===== src/rtl/rs232_recv.sv =====
// RS232 8N1 receiver: synchronizes rs232_txd, samples each bit at its computed centre, emits bytes on valid/ready.
// Latency: valid rises S_9+1 clock cycles after the synchronized falling edge of the start bit.
// Backpressure: single-byte buffer; cts_n goes high while a byte is pending, a byte completing into a full buffer is dropped with an overrun pulse.
module rs232_recv #(
    parameter int CLOCK_FREQ = 133000000,
    parameter int BAUD_RATE  = 115200
) (
    input  logic       clock,
    input  logic       reset_n,
    input  logic       rs232_txd,
    output logic       rs232_cts_n,
    output logic [7:0] data,
    output logic       valid,
    input  logic       ready,
    output logic       framing_error,
    output logic       overrun
);

    // Centre of bit k in clock cycles from the first low cycle; 64-bit so CLOCK_FREQ*19 cannot overflow.
    function automatic longint sample_point(input int k);
        return (longint'(CLOCK_FREQ) * longint'(2 * k + 1)) / (2 * longint'(BAUD_RATE));
    endfunction

    localparam longint S9 = sample_point(9);
    localparam int     TW = $clog2(S9 + 1);

    typedef enum logic [1:0] {
        WAIT_HIGH = 2'd0,
        IDLE      = 2'd1,
        RECEIVE   = 2'd2
    } state_t;

    state_t        state, state_nxt;
    logic [TW-1:0] timer, timer_nxt;
    logic [7:0]    shift, shift_nxt;
    logic [7:0]    data_nxt;
    logic          valid_nxt;
    logic          framing_error_nxt;
    logic          overrun_nxt;
    logic          sync_meta;
    logic          line;
    logic [9:0]    hit;

    // Two-flop synchronizer for the asynchronous serial input.
    always_ff @(posedge clock or negedge reset_n) begin
        if (!reset_n) begin
            sync_meta <= 1'b0;
            line      <= 1'b0;
        end else begin
            sync_meta <= rs232_txd;
            line      <= sync_meta;
        end
    end

    // One comparator per sample point; each point is rounded independently so error never accumulates.
    for (genvar k = 0; k < 10; k++) begin : g_sample
        localparam logic [TW-1:0] SK = TW'(sample_point(k));
        assign hit[k] = (timer == SK);
    end

    // Next-state and output decode. The timer reads 0 in the first low cycle (seen in IDLE),
    // so RECEIVE is entered with 1 and the timer always equals cycles since the falling edge.
    always_comb begin
        state_nxt         = state;
        timer_nxt         = timer;
        shift_nxt         = shift;
        data_nxt          = data;
        valid_nxt         = valid && !ready;
        framing_error_nxt = 1'b0;
        overrun_nxt       = 1'b0;
        case (state)
            WAIT_HIGH: begin
                timer_nxt = '0;
                if (line) begin
                    state_nxt = IDLE;
                end
            end
            IDLE: begin
                timer_nxt = '0;
                if (!line) begin
                    state_nxt = RECEIVE;
                    timer_nxt = TW'(1);
                end
            end
            RECEIVE: begin
                timer_nxt = timer + TW'(1);
                // Start bit no longer low at its centre: treat as a glitch.
                if (hit[0] && line) begin
                    state_nxt = IDLE;
                    timer_nxt = '0;
                end
                for (int k = 1; k <= 8; k++) begin
                    if (hit[k]) begin
                        shift_nxt[k-1] = line;
                    end
                end
                // Stop bit centre: deliver or drop, then resync immediately without waiting out the stop bit.
                if (hit[9]) begin
                    timer_nxt = '0;
                    if (line) begin
                        state_nxt = IDLE;
                        if (!valid || ready) begin
                            data_nxt  = shift;
                            valid_nxt = 1'b1;
                        end else begin
                            overrun_nxt = 1'b1;
                        end
                    end else begin
                        // Require the line to go high again so a held break reports only once.
                        state_nxt         = WAIT_HIGH;
                        framing_error_nxt = 1'b1;
                    end
                end
            end
            default: begin
                state_nxt = WAIT_HIGH;
                timer_nxt = '0;
            end
        endcase
    end

    // State, datapath and output registers; cts_n trails the valid register by one cycle.
    always_ff @(posedge clock or negedge reset_n) begin
        if (!reset_n) begin
            state         <= WAIT_HIGH;
            timer         <= '0;
            shift         <= '0;
            data          <= '0;
            valid         <= 1'b0;
            framing_error <= 1'b0;
            overrun       <= 1'b0;
            rs232_cts_n   <= 1'b1;
        end else begin
            state         <= state_nxt;
            timer         <= timer_nxt;
            shift         <= shift_nxt;
            data          <= data_nxt;
            valid         <= valid_nxt;
            framing_error <= framing_error_nxt;
            overrun       <= overrun_nxt;
            rs232_cts_n   <= valid;
        end
    end

endmodule


===== config.mk =====
export PLATFORM = sky130hd
export DESIGN_NAME = rs232_recv
export DESIGN_NICKNAME = d
export VERILOG_FILES = /design/src/rtl/rs232_recv.sv
export SDC_FILE = /design/constraint.sdc
export NUM_CORES = 1
export LEC_CHECK = 0
export ABC_AREA = 1
export CAP_MARGIN = 10
export CORE_MARGIN = 4
export CORE_UTILIZATION = 52
export CTS_CLUSTER_DIAMETER = 50
export DETAILED_ROUTE_END_ITERATION = 10
export MAX_ROUTING_LAYER = met4
export PLACE_DENSITY = 0.75
export SETUP_SLACK_MARGIN = 0.2
export SLEW_MARGIN = 25
export SYNTH_ARGS = -nofsm -noshare
export SYNTH_HDL_FRONTEND = slang
export SYNTH_SLANG_ARGS = --single-unit

===== constraint.sdc =====
create_clock -name clock -period 1.6 [get_ports clock]
set_input_delay 0.32 -clock clock [delete_from_list [all_inputs] [get_ports clock]]
set_output_delay 0.32 -clock clock [all_outputs]
set_load 0.02 [all_outputs]

-- Yosys cells after proc, flatten, opt, wreduce, memory -nomap -nowiden
Index checks and enable logic that the tools add are counted.
- register bits: 38
- bits of input ports: 4
- output and inout bits: 12
- logic and storage cells: 70
- add/sub/neg operators: 1
- eq/ne operators: 15
- muxes and demuxes: 21
- reduce and logical (&&, ||, !) cells: 16
- operator list (kind ; count):
    $eq 14x13->1 const B ; 3
    $eq 14x14->1 const B ; 3
    $eq 14x12->1 const B ; 2
    $mux 14 ; 2
    $pmux 14 s2 ; 1
    $reduce_and 2->1 ; 8
    $add 14x1->14 const B ; 1
    $eq 14x10->1 const B ; 1
    $eq 14x11->1 const B ; 1
    $mux 1 ; 13
    $mux 2 ; 4
    $pmux 2 s3 ; 1
    $ne 2x2->1 const B ; 2
    $reduce_and 4->1 ; 1
    $ne 3x3->1 const B ; 1
    $reduce_and 3->1 ; 1
    $eq 2x1->1 const B ; 1
    $eq 2x2->1 const B ; 1
    $logic_and 1x1->1 ; 2
    $logic_not 1->1 ; 2
    $logic_not 2->1 ; 1
    $logic_or 1x1->1 ; 1

-- Longest topological paths before layout
Gate-level depths: netlist (run 1).
- depth in word-level cells: 6
- depth in mapped cells: 12

-- Worst setup path before layout (run 1)
Ideal clock, no wire load.
- kind: reg-to-reg
- start point: register state[0]
- end point: register data[0]
- arrival: 1.545 ns
- data required time: 1.483 ns
- path slack: -0.062 ns
- cell stages (with the launch flop): 9
- clock period less this slack: 1.662 ns
- cells stage by stage: dfrtp_1 -> inv_1 -> ha_1 -> clkbuf_1 -> inv_1 -> nor3_4 -> nand2_4 -> nand2_1 -> nand2_1
- cells in the longest elaborated chain, start to end: 2
- ends and longest elaborated chain (item ; line ; text):
    start, declared ; 33 ; state_t state, state_nxt;
    start signal, assigned ; 134 ; state <= state_nxt;
    $eq 2x2->1 ; 71 ; case (state)
    $reduce_and 4->1 (no source line) ; -- ;
    end signal, assigned ; 137 ; data <= data_nxt;
    end, declared ; 12 ; output logic [7:0] data,
No other way between the ends.
A chain may end at the register's enable or synchronous reset.

-- Worst setup path in the final report (run 1)
- start point: register timer[0]
- end point: register timer[8]
- cells in the longest elaborated chain, start to end: 5
- ends and longest elaborated chain (item ; line ; text):
    start, declared ; 34 ; logic [TW-1:0] timer, timer_nxt;
    start signal, assigned ; 135 ; timer <= timer_nxt;
    parallel branches: the longest is 3 deep, another holds $add 14x1->14 ; -- ;
    $mux 14 (*) ; 98 ; if (hit[9]) begin
    $pmux 14 s2 (*) ; 71 ;
    net timer_nxt[8] ; 34 ;
Mark *: on every way through the listed nets, which the timed path passes.

==> qor.csv, run 1 <==
metric,value,unit
die_h,70.7,um
grt_start_max_net_pins,23,
synth_edf_count,0,
cp-startpoint,timer[0],
status,"finished, final reports clean",
hold_path.class,reg -> reg,
dpl.cell_count,338,
overflow,0,
htreeDepth,2,
fin_cells,358,
avgSynthCellArea,7.77,um^2
area_growth,34.4,%
ff2ff_setup_slack,20,ps
antenna_cells,0,
crit_fanout,6,
drive_gt1_frac,0.277,
slew_viol_final,0,
min_period,1580,ps
rsz0062_at_grt,yes,
crit_chain,ha_4 > nand3_4 > nor2_4 > nand3_4 > buf_4 > nand4_1 > buf_6 > clkbuf_16 > nor2_1,
drc_errors,0,
ys_ff_latch,38,
start_util,0.546,
peakVddDrop,756,uV
whs,351,ps
clockRootBuffer,clkbuf_8,
synth_ff_type,dfrtp_1,
async_reset_ff_frac,1.00,
critPathLaunchType,flip-flop,
die-area,5000,um^2
yosys-top-cells-count,"68 x nand2_1, 39 x inv_1, 37 x dfrtp_1",
worstMarginPinSlew,430,ps
fmax,633,MHz
cts_buffers,5,
multi_input_area,1040,um^2
portBuffers,15,
crit_path_top_delay_cell,dfrtp_2,
cp_slowest_stage_delay,410,ps
syn_inst,263,
grt_usage,0.211,
synth_nets,275,
post-synth-top-area-cell,dfrtp_1,
switchingPower,0.693,mW
synth.distinct_cells,29,
fin_crit_sh,0.987,
critPathCapture,timer[8],
crit_top_cell,nand3_4,
crit_arrival,1760,ps
crit_path_end_kind,flip-flop,
hold_viol,0,
via_count,1797,
clock_sinks,38,
post-route-util,0.734,
synth.cell_area,2040,um^2
cts_tree,yes,
grt_pass1_wl,8010,um
r2r-end,timer[8],
ff_latch_area,958,um^2
yosysMostFrequentCell,nand2_1,
synth_area_leaders,"dfrtp_1 45%, nand2_1 12%, inv_1 7.2%",
synth.yosys.seq_area_share,0.466,
internal_power,1.72,mW
reg2reg_from,timer[0],
first_global_vias,1787,
drtAntennaViolNets,0,
finClkSkew,7.47,ps
setup_viol,0,
wl_per_cell,13.4,um
wl,4810,um
drv_cap,0,
io_pins,16,
clockPowerShare,0.334,
rr_worst_depth,9,
seqPwrFrac,0.430,
nFillCells,287,
synth_top_area_frac,0.453,
yosysWarnings,0,
clkLatencyLatePin,300,ps
clk_pin_slew,80,ps
nNetsFinal,321,
pwr-share-comb,0.237,
dp_hpwl,3490,um
core_area,3740,um^2
slew_headroom,0.713,
drtIter0Drc,66,
netSwitchingFraction,0.287,
worst-setup-path-type,reg -> reg,
place_congestion,0.980,
total_leakage_power,1.38,nW
clk_path_buf_depth,2,
antenna_found_initial,0,
required,1790,ps
row_count,22,
dr.pass1.iters,4,
power_density,878,nW/um^2
vias_per_cell,5.02,
die_x,70.7,um
==> worst max-delay path: cells and delay by family (launching register included) <==
kind | cells | cell delay (ps)
adder cells (fa/ha/maj) | 1 | 160
buffers and inverters | 3 | 440
flip-flops | 1 | 410
AND/OR/NAND/NOR | 5 | 460
==> worst min path at each step <==
| stage | start | end | slack, ps | depth (start not counted) |
|---|---|---|---|---|
| final | sync_meta | line | 350 | 0 |
| after global routing | sync_meta | line | 370 | 0 |
| after CTS | sync_meta | line | 350 | 0 |
| after detailed placement | reset_n | shift[6] | 280 | 1 |
| after global placement | reset_n | shift[6] | 270 | 1 |
| after floorplan | reset_n | data[0] | 20 | 0 |
==> power groups by stage <==
stage,combinational (mW),sequential (mW),clock [mW]
2_1_floorplan,0.273,1.04,0
6_report,0.571,1.04,0.805
3_5_place_dp,0.418,1.05,0
4_1_cts,0.481,1.03,0.828
5_1_grt,0.647,1.04,0.887
3_3_place_gp,0.412,1.04,0
==> per-stage QoR <==
| step | setup TNS [ps] | worst slack, ps | instance area, um^2 | total power, mW |
|---|---|---|---|---|
| detailed placement | -81.3 | -30.4 | 2400 | 1.46 |
| global route | -1070 | -69.2 | 2750 | 2.58 |
| CTS | 0 | 36.2 | 2580 | 2.34 |
| global placement | 0 | 59.8 | 2400 | 1.46 |
| floorplan | 0 | 61.8 | 2070 | 1.32 |
| finish | 0 | 20.6 | 2750 | 2.41 |
==> routing by layer <==
layer / global-route usage / wire length [um] / vias to the layer above
li1: - / - / 914
met1: 0.248 / 2120 / 847
met2: 0.351 / 2440 / 30
met3: 0.0526 / 186 / 6
met4: 0.0731 / 61 / 0
met5: - / 0 / -
==> layout make-up <==
cell class,instances,area share
tap,48,0.0219
multi-input combinational,177,0.379
inverter,42,0.0574
clock inverter,3,0.0146
clock buffer,5,0.0250
timing repair buffer,45,0.153
sequential,38,0.349
==> flip-flops by register name, summed over array words and instances (netlist names), 2 cells and up <==
signal,count
timer,14
state,2
data,8
shift,8
==> cells in the final DEF (no fill, tap or decap), types with 2 or more instances in the layout <==
cell	synthesis	layout
nor2_1	29	26
ha_4	0	3
a21oi_1	4	3
xor2_1	4	4
nand2_1	68	60
inv_2	3	8
dfrtp_2	0	5
buf_12	0	3
nand3_4	0	2
inv_1	39	34
nor3_1	10	6
nor3_2	0	4
clkbuf_8	0	5
o21ai_0	11	7
buf_4	2	22
o21ai_1	0	4
nand3_1	20	19
nand2_2	2	9
nand4_1	6	6
clkdlybuf4s50_1	0	2
nor2_4	1	3
dfrtp_1	37	32
ha_1	8	4
dlygate4sd2_1	0	11
clkinv_2	0	2
buf_6	0	3
nor2_2	2	3
==> what timing repair did <==
item                                   4_1_cts  5_1_grt
gates resized for setup                     27       33
endpoints found under the hold margin       16        0
hold buffers                                 1        0
buffers inserted                             3        7
setup endpoints to repair                   46       35
cloned                                       0        1
pin swaps                                    7       14
==> logic make-up after synthesis <==
group	count (synthesis)	synth area share
AOI/OAI and AO/OA	17	0.0441
xor gates and xnor gates	5	0.0214
adders and majority gates	8	0.0490
buffers and inverters	48	0.0930
DFF	38	0.466
and+or+nand+nor	147	0.327
No activity file was read; power rests on OpenSTA's default activity.
==> run 2, diff against run 1 <==
--- a/config.mk
+++ b/config.mk
@@ -6,6 +6,7 @@
 export NUM_CORES = 1
 export LEC_CHECK = 0
 export ABC_AREA = 1
+export ABC_CLOCK_PERIOD_IN_PS = 1600
 export CAP_MARGIN = 10
 export CORE_MARGIN = 4
 export CORE_UTILIZATION = 52
==> results of run 2 <==
The final DEF is identical to that of run 1; final timing and power are the same.
